==> src/rtl/vga_scan_generator.sv <==
// Purpose : parametrised VGA scan timing and cell-scaled video-RAM read address generator.
// Latency : address 1 pixel tick after the (h,v) count; RGB/syncs/vblank 2 ticks after it.
// Backpressure: none; free-running while iEnable is high. iEnable low blanks the outputs and holds the counters at 0.
//
// Ports:
//   Clock, Reset (async active-low), iEnable (scan enable), iMemData (RAM read data)
//   oReadAddress {column,row}, oVGA_RGB, oHsync, oVsync, oFrameStart, oVBlank,
//   oHcounter/oVcounter (stage-0 counters)
module vga_scan_generator #(
    parameter int CLK_DIV         = 2,
    parameter int H_DISP          = 640,
    parameter int H_FP            = 16,
    parameter int H_PW            = 96,
    parameter int H_BP            = 48,
    parameter int V_DISP          = 480,
    parameter int V_FP            = 10,
    parameter int V_PW            = 2,
    parameter int V_BP            = 29,
    parameter int CNT_W           = 10,
    parameter int CELL_X_LOG2     = 3,
    parameter int CELL_Y_LOG2     = 4,
    parameter int COL_W           = 7,
    parameter int ROW_W           = 6,
    parameter int RGB_W           = 3,
    parameter int SYNC_ACTIVE_LOW = 1
) (
    input  logic                     Clock,
    input  logic                     Reset,
    input  logic                     iEnable,
    input  logic [RGB_W-1:0]         iMemData,
    output logic [COL_W+ROW_W-1:0]   oReadAddress,
    output logic [RGB_W-1:0]         oVGA_RGB,
    output logic                     oHsync,
    output logic                     oVsync,
    output logic                     oFrameStart,
    output logic                     oVBlank,
    output logic [CNT_W-1:0]         oHcounter,
    output logic [CNT_W-1:0]         oVcounter
);

    localparam int DIV_W = (CLK_DIV > 1) ? $clog2(CLK_DIV) : 1;
    localparam int ADR_W = COL_W + ROW_W;

    localparam logic [DIV_W-1:0] DIV_LAST   = DIV_W'(CLK_DIV - 1);
    localparam logic [CNT_W-1:0] H_DISP_C   = CNT_W'(H_DISP);
    localparam logic [CNT_W-1:0] HS_START_C = CNT_W'(H_DISP + H_FP);
    localparam logic [CNT_W-1:0] HS_END_C   = CNT_W'(H_DISP + H_FP + H_PW);
    localparam logic [CNT_W-1:0] H_LAST_C   = CNT_W'(H_DISP + H_FP + H_PW + H_BP - 1);
    localparam logic [CNT_W-1:0] V_DISP_C   = CNT_W'(V_DISP);
    localparam logic [CNT_W-1:0] VS_START_C = CNT_W'(V_DISP + V_FP);
    localparam logic [CNT_W-1:0] VS_END_C   = CNT_W'(V_DISP + V_FP + V_PW);
    localparam logic [CNT_W-1:0] V_LAST_C   = CNT_W'(V_DISP + V_FP + V_PW + V_BP - 1);

    // Output level of an inactive sync pin.
    localparam logic SYNC_IDLE = (SYNC_ACTIVE_LOW != 0);

    // Divider and stage 0
    logic [DIV_W-1:0] div_q, div_d;
    logic [CNT_W-1:0] h_q, h_d, v_q, v_d;
    // Stage 1
    logic             active_q, active_d;
    logic [ADR_W-1:0] addr_q, addr_d;
    logic             hs_q, hs_d, vs_q, vs_d;
    logic             first_q, first_d;
    logic             vb_q, vb_d;
    // Stage 2
    logic [RGB_W-1:0] rgb_q, rgb_d;
    logic             hsync_q, hsync_d, vsync_q, vsync_d;
    logic             vblank_q, vblank_d;
    logic             fs_q, fs_d;

    logic tick;
    logic h_wrap;
    logic [COL_W-1:0] col;
    logic [ROW_W-1:0] row;

    assign tick   = (div_q == DIV_LAST);
    assign h_wrap = (h_q == H_LAST_C);
    // The cast both drops the sub-cell bits and zero-fills when the counter is narrower than the field.
    assign col    = COL_W'(h_q >> CELL_X_LOG2);
    assign row    = ROW_W'(v_q >> CELL_Y_LOG2);

    always_comb begin
        div_d    = div_q;
        h_d      = h_q;
        v_d      = v_q;
        active_d = active_q;
        addr_d   = addr_q;
        hs_d     = hs_q;
        vs_d     = vs_q;
        first_d  = first_q;
        vb_d     = vb_q;
        rgb_d    = rgb_q;
        hsync_d  = hsync_q;
        vsync_d  = vsync_q;
        vblank_d = vblank_q;
        // Frame-start is a single-clock pulse even when ticks are several clocks apart.
        fs_d     = 1'b0;

        if (!iEnable) begin
            div_d    = '0;
            h_d      = '0;
            v_d      = '0;
            active_d = 1'b0;
            addr_d   = '0;
            hs_d     = 1'b0;
            vs_d     = 1'b0;
            first_d  = 1'b0;
            vb_d     = 1'b0;
            rgb_d    = '0;
            hsync_d  = SYNC_IDLE;
            vsync_d  = SYNC_IDLE;
            vblank_d = 1'b0;
        end else begin
            div_d = tick ? '0 : div_q + 1'b1;
            if (tick) begin
                // Stage 0: scan counters
                if (h_wrap) begin
                    h_d = '0;
                    v_d = (v_q == V_LAST_C) ? '0 : v_q + 1'b1;
                end else begin
                    h_d = h_q + 1'b1;
                end

                // Stage 1: decode the current count
                active_d = (h_q < H_DISP_C) && (v_q < V_DISP_C);
                addr_d   = active_d ? {col, row} : '0;
                hs_d     = (h_q >= HS_START_C) && (h_q < HS_END_C);
                vs_d     = (v_q >= VS_START_C) && (v_q < VS_END_C);
                first_d  = (h_q == '0) && (v_q == '0);
                vb_d     = (v_q >= V_DISP_C);

                // Stage 2: RAM data for the stage-1 address lines up with the delayed flags
                rgb_d    = active_q ? iMemData : '0;
                hsync_d  = hs_q ^ SYNC_IDLE;
                vsync_d  = vs_q ^ SYNC_IDLE;
                vblank_d = vb_q;
                fs_d     = first_q;
            end
        end
    end

    always_ff @(posedge Clock or negedge Reset) begin
        if (!Reset) begin
            div_q    <= '0;
            h_q      <= '0;
            v_q      <= '0;
            active_q <= 1'b0;
            addr_q   <= '0;
            hs_q     <= 1'b0;
            vs_q     <= 1'b0;
            first_q  <= 1'b0;
            vb_q     <= 1'b0;
            rgb_q    <= '0;
            hsync_q  <= SYNC_IDLE;
            vsync_q  <= SYNC_IDLE;
            vblank_q <= 1'b0;
            fs_q     <= 1'b0;
        end else begin
            div_q    <= div_d;
            h_q      <= h_d;
            v_q      <= v_d;
            active_q <= active_d;
            addr_q   <= addr_d;
            hs_q     <= hs_d;
            vs_q     <= vs_d;
            first_q  <= first_d;
            vb_q     <= vb_d;
            rgb_q    <= rgb_d;
            hsync_q  <= hsync_d;
            vsync_q  <= vsync_d;
            vblank_q <= vblank_d;
            fs_q     <= fs_d;
        end
    end

    assign oReadAddress = addr_q;
    assign oVGA_RGB     = rgb_q;
    assign oHsync       = hsync_q;
    assign oVsync       = vsync_q;
    assign oFrameStart  = fs_q;
    assign oVBlank      = vblank_q;
    assign oHcounter    = h_q;
    assign oVcounter    = v_q;

endmodule

==> config.mk <==
export PLATFORM = sky130hd
export DESIGN_NAME = vga_scan_generator
export DESIGN_NICKNAME = d
export VERILOG_FILES = /design/src/rtl/vga_scan_generator.sv
export SDC_FILE = /design/constraint.sdc
export NUM_CORES = 1
export LEC_CHECK = 0
export ABC_CLOCK_PERIOD_IN_PS = 3200
export BUFFER_PORTS_ARGS = -buffer_cell sky130_fd_sc_hd__buf_2
export CAP_MARGIN = 20
export CELL_PAD_IN_SITES_DETAIL_PLACEMENT = 1
export CELL_PAD_IN_SITES_GLOBAL_PLACEMENT = 1
export CORE_ASPECT_RATIO = 2
export CORE_MARGIN = 1
export CORE_UTILIZATION = 45
export CTS_CLUSTER_DIAMETER = 60
export DETAILED_ROUTE_END_ITERATION = 8
export PLACE_DENSITY = 0.91
export SYNTH_ARGS = -nofsm -noshare
export SYNTH_HDL_FRONTEND = slang
export SYNTH_SLANG_ARGS = --single-unit
==> constraint.sdc <==
create_clock -name Clock -period 3.2 [get_ports Clock]
set_clock_uncertainty 0.2 [all_clocks]
set_input_delay 0.48 -clock Clock [delete_from_list [all_inputs] [get_ports Clock]]
set_output_delay 0.48 -clock Clock [all_outputs]
set_load 0.1 [all_outputs]
== Word level (Yosys, flattened, before mapping) ==
Cells that the tools add are included.

* Bits in registers: 46
* Latch bits: 0
* RAM bits: 0
* Memory bits (read-only): 0
* Bits of input ports: 6
* Logic and storage cells: 70
* Memories: 0

* Add/sub/neg operators: 3
* Multipliers: 0
* Div/mod/pow operators: 0
* Magnitude comparators: 7
* Eq/ne operators: 4
* Shift operators: 0
* Multiplexer cells: 33
* Bitwise operators: 2
* Reduce and logical (&&, ||, !) cells: 7

{| class="wikitable"
|+ Operators with widths
! cell !! count
|-
| $mux 10 || 7
|-
| $mux 13 || 3
|-
| $add 10x1->10 const B || 2
|-
| $eq 10x10->1 const B || 2
|-
| $ge 10x9->1 const B || 2
|-
| $logic_not 10->1 || 2
|-
| $lt 10x10->1 const B || 2
|-
| $lt 10x9->1 const B || 2
|-
| $mux 1 || 20
|-
| $ge 10x10->1 const B || 1
|-
| $mux 3 || 3
|-
| $logic_and 1x1->1 || 4
|-
| $ne 2x1->1 const B || 2
|-
| $not 1->1 || 2
|-
| $reduce_and 2->1 || 1
|-
| $add 1x1->1 const B || 1
|}

== Logic depth before layout (Yosys ltp) ==
* Depth in word-level cells: 5
* Depth in mapped cells: 6
* Mapped depth without buffers: 6

== Worst setup path after synthesis ==
Ideal clock, no wire load.

* Kind: register to register
* Start: register h_q[1] (netlist: oHcounter[1])
* End: register v_q[7] (netlist: oVcounter[7])
* Arrival: 2415 ps
* Required time: 2874 ps
* Path slack: 458 ps
* Cell stages (with the launch flop): 6
* Buffers on the path: 0
* Cells stage by stage: dfrtp_1 > ha_1 > nand4_1 > o31a_1 > or4_4 > mux2i_1

* Cells in the longest elaborated chain, start to end: 3

{| class="wikitable"
|+ RTL lines
! element !! RTL line !! RTL
|-
| start: declaration || 59 || <nowiki>logic [CNT_W-1:0] h_q, h_d, v_q, v_d;</nowiki>
|-
| start signal: assignment || 146 || <nowiki>h_q <= '0;</nowiki>
|-
| start signal: assignment || 161 || <nowiki>h_q <= h_d;</nowiki>
|-
| $eq 10x10->1 || 78 || <nowiki>assign h_wrap = (h_q == H_LAST_C);</nowiki>
|-
| $ne 2x1->1 (no line) || -- ||
|-
| $reduce_and 2->1 (no line) || -- ||
|-
| end signal: assignment || 162 || <nowiki>v_q <= v_d;</nowiki>
|-
| end: declaration || 59 ||
|}

No other way between the ends.
A chain may end at the register's enable or synchronous reset.

== Worst setup path in the final report ==
* Start: register h_q[6] (netlist: oHcounter[6])
* End: register v_q[9] (netlist: oVcounter[9])

Same word-level chain as after synthesis.

==> flow_summary.yaml <==
sta:
  worst_slack_ns: 0.768
  final_max_slew_viol_count: 0
  worst_pin_slew_ns: 0.775
  post-route-period-util_pct: 76.0
  hold_viol_final: 0
  tns_ns: 0
  fmax_ghz: 0.411
  slew-limit-headroom_pct: 48.2
  grt_setup_unrepaired: "no"
  setup_viol: 0
  period_needed_ns: 2.43
place:
  dp_hpwl_um: 4320
  place_inst: 311
  dpl_cell_area_um2: 2490
  numPortBuffers: 45
  gp_congestion: 0.845
  pre_cts_ws_ns: 0.812
grt:
  grt_pass1_vias: 1966
  antenna_found_initial: 0
  use_met2_pct: 45.0
  top_usage_layer: "met2"
  grt-ovfl-total: 0
  grt_pass1_wl_um: 9690
  grt_max_degree: 47
  grt.met1_usage_pct: 28.5
  grt_use_total_pct: 25.2
  globalRouteMet3Util_pct: 3.30
clocking:
  clk_path_buf_depth: 2
  cts_setup_buffers: 0
  cts_sinks: 46
  cts_made_buffers: 5
  clk_pin_slew_worst_paths_ns: 0.09
  cts_root_buf: "clkbuf_8"
  tritoncts: "yes"
  htree_levels: 2
  ctsResizeCount: 0
  holdBufCountCts: 0
  clk_latency_ns: 0.30
critical_path:
  path_delay_family: "simple AND/OR/NAND/NOR gates"
  ff2ff_path_depth: 4
  crit_path_end_kind: "flip-flop"
  cpPeakStageDelay_ns: 0.55
  worst_path_max_delay_cell: "nor4b_1"
  crit_required_ns: 3.23
  crit_arrival_ns: 2.46
  reg2reg_from: "oHcounter[6]$_DFFE_PN0N_"
  start_kind: "flip-flop"
  crit_type: "reg2reg"
  reg2reg_slack_ns: 0.77
  critical_path.max_fanout: 10
  r2r-end: "oVcounter[9]$_DFFE_PN0P_"
  crit_chain: "or3_4 -> o31a_1 -> nor4b_1 -> mux2i_1"
  cp_num_buf_inv: 0
pwr:
  finalPower_w: 0.00111
  peakVddDrop_v: 0.000308
  leakage_nw: 1.28
  p_per_area_nw_per_um2: 423
logic_synthesis:
  synthesis.area_um2: 2230
  synthesis.instances: 222
  ys_ff_latch: 46
  ys_warn_count: 0
  ys_top_cells_by_area: "dfrtp_1, a22o_1, nand2_1"
  avgSynthCellArea_um2: 10.1
  yosysSeqAreaShare_pct: 51.7
  netlist-cell-type-count: 41
  synth_top_cell_by_area: "dfrtp_1"
  syn_nets: 233
  synth_top_area_share_pct: 49.3
detailed_routing:
  ant_nets: 0
  drc: 0
  vias: 1904
  drt-total-wl_um: 5990
  dr.first_iter.drc_count: 45
  drt_first_pass_iters: 4
  wl_per_cell_um: 18.7
  via_per_inst: 5.93
floorplanning:
  rows: 35
  core_area_um2: 4690
  die_area_um2: 5270
  fp.dieW_um: 51.8
  io_pins: 46
  die_y_um: 102
  start_util_pct: 47.7
cells_and_area:
  final_cells: 321
  layout-drive-gt1-share_pct: 24.4
  syn_to_final_growth_pct: 17.4
  num_antenna_cells: 0
  postLayoutCellArea_um2: 2620
  final_nets: 276
run_status:
  status: "complete, no violations"
min_path:
  min_from: "iMemData[2]"
  min_path_type: "in2reg"
  hold-path-endpoint: "oVGA_RGB[2]$_DFFE_PN0N_"
  hold_path_depth: 3
run:
  maxCapViolations: 0
through the flow:
stage	hold WS, ns	utilization, %
6_report	0.247	55.9
5_1_grt	0.263	55.9
4_1_cts	0.182	55.3
3_5_place_dp	0.280	53.1
3_3_place_gp	0.276	53.1
2_1_floorplan	-0.0156	-
tightest hold or removal path: stages:
cell and delay (ns):
buf_2 0.10, nand3_1 0.07, a21oi_1 0.06
flip-flops by register name, summed over array words and instances (netlist names), 3 cells and up:
name / count
oReadAddress: 13
oHcounter: 10
oVcounter: 10
oVGA_RGB: 3
cell usage after synthesis:
cell type	instances
dfrtp_1	44
nand2_1	18
nor2_1	15
inv_1	12
o21ai_0	12
a22o_1	11
nand3_1	11
clkbuf_1	10
nand4_1	10
a21oi_1	9
nand2b_1	6
ha_1	5
o31ai_1	5
or3_1	5
and3_1	4
mux2i_1	4
xor2_1	4
nor3_1	3
nor4_1	3
nor4b_1	3
and4_1	2
buf_2	2
buf_6	2
dfstp_2	2
o211ai_1	2
or4_1	2
xnor2_1	2
a211oi_1	1
a21o_1	1
a22o_2	1
a32oi_1	1
a41oi_1	1
and2_1	1
and3b_1	1
mux2_2	1
nor2b_1	1
o2111ai_1	1
o31a_1	1
o31ai_2	1
or3_4	1
or4_4	1
layout make-up:
cell class | instances | area [um2]
fill | 542 | 2060
timing repair buffer | 50 | 278
sequential | 46 | 1150
multi-input combinational | 150 | 971
tap | 55 | 68.8
inverter | 12 | 45.0
clock buffer | 7 | 96.3
clock inverter | 1 | 8.76
worst max-delay path by stage:
| stage | from | end | slack, ns | depth (start not counted) |
|---|---|---|---|---|
| after floorplan | oHcounter[1]$_DFFE_PN0N_ | oVcounter[7]$_DFFE_PN0P_ | 0.46 | 5 |
| after global placement | iEnable | oReadAddress[11]$_DFFE_PN0N_ | 0.92 | 5 |
| after detailed placement | iEnable | oReadAddress[1]$_DFFE_PN0N_ | 0.81 | 5 |
| after CTS | oHcounter[6]$_DFFE_PN0N_ | oVcounter[9]$_DFFE_PN0P_ | 0.82 | 4 |
| after global routing | oHcounter[6]$_DFFE_PN0N_ | oVcounter[8]$_DFFE_PN0P_ | 0.65 | 4 |
| final | oHcounter[6]$_DFFE_PN0N_ | oVcounter[9]$_DFFE_PN0P_ | 0.77 | 4 |
cells in the final DEF (no fill, tap or decap), drive strengths merged, types with 2 or more instances in the layout:
cell and n:
a21oi 9, a22o 12, and3 4, and4 2, buf 49, clkbuf 7, dfrtp 44, dfstp 2
ha 5, inv 12, mux2i 4, nand2 18, nand2b 6, nand3 11, nand4 10, nor2 15
nor3 3, nor4 3, nor4b 3, o211ai 2, o21ai 12, o31ai 6, or3 6, or4 3
xnor2 2, xor2 4
cell families (layout without fill, tap and decap cells):
kind of cell    after synthesis  count (layout)  synth area share (%)
compound gates               47              47                  14.6
xor+xnor                      6               6                  2.35
fa+ha+maj                     5               5                  2.80
buf+inv                      26              70                  5.15
flops                        46              46                  51.7
mux                           5               5                  2.30
simple gates                 87              87                  21.1
layer usage:
metal | up-vias | share of wire [%]
li1 | 882 | -
met1 | 951 | 38
met2 | 55 | 56
met3 | 16 | 2.6
met4 | 0 | 2.9
met5 | - | 0
power by group:
part,switching [W],internal (W)
clock,0.000196,0.000198
sequential,0.00000955,0.000590
combinational,0.0000884,0.0000267
total,0.000294,0.000814
Power figures use the tool's default switching activity.
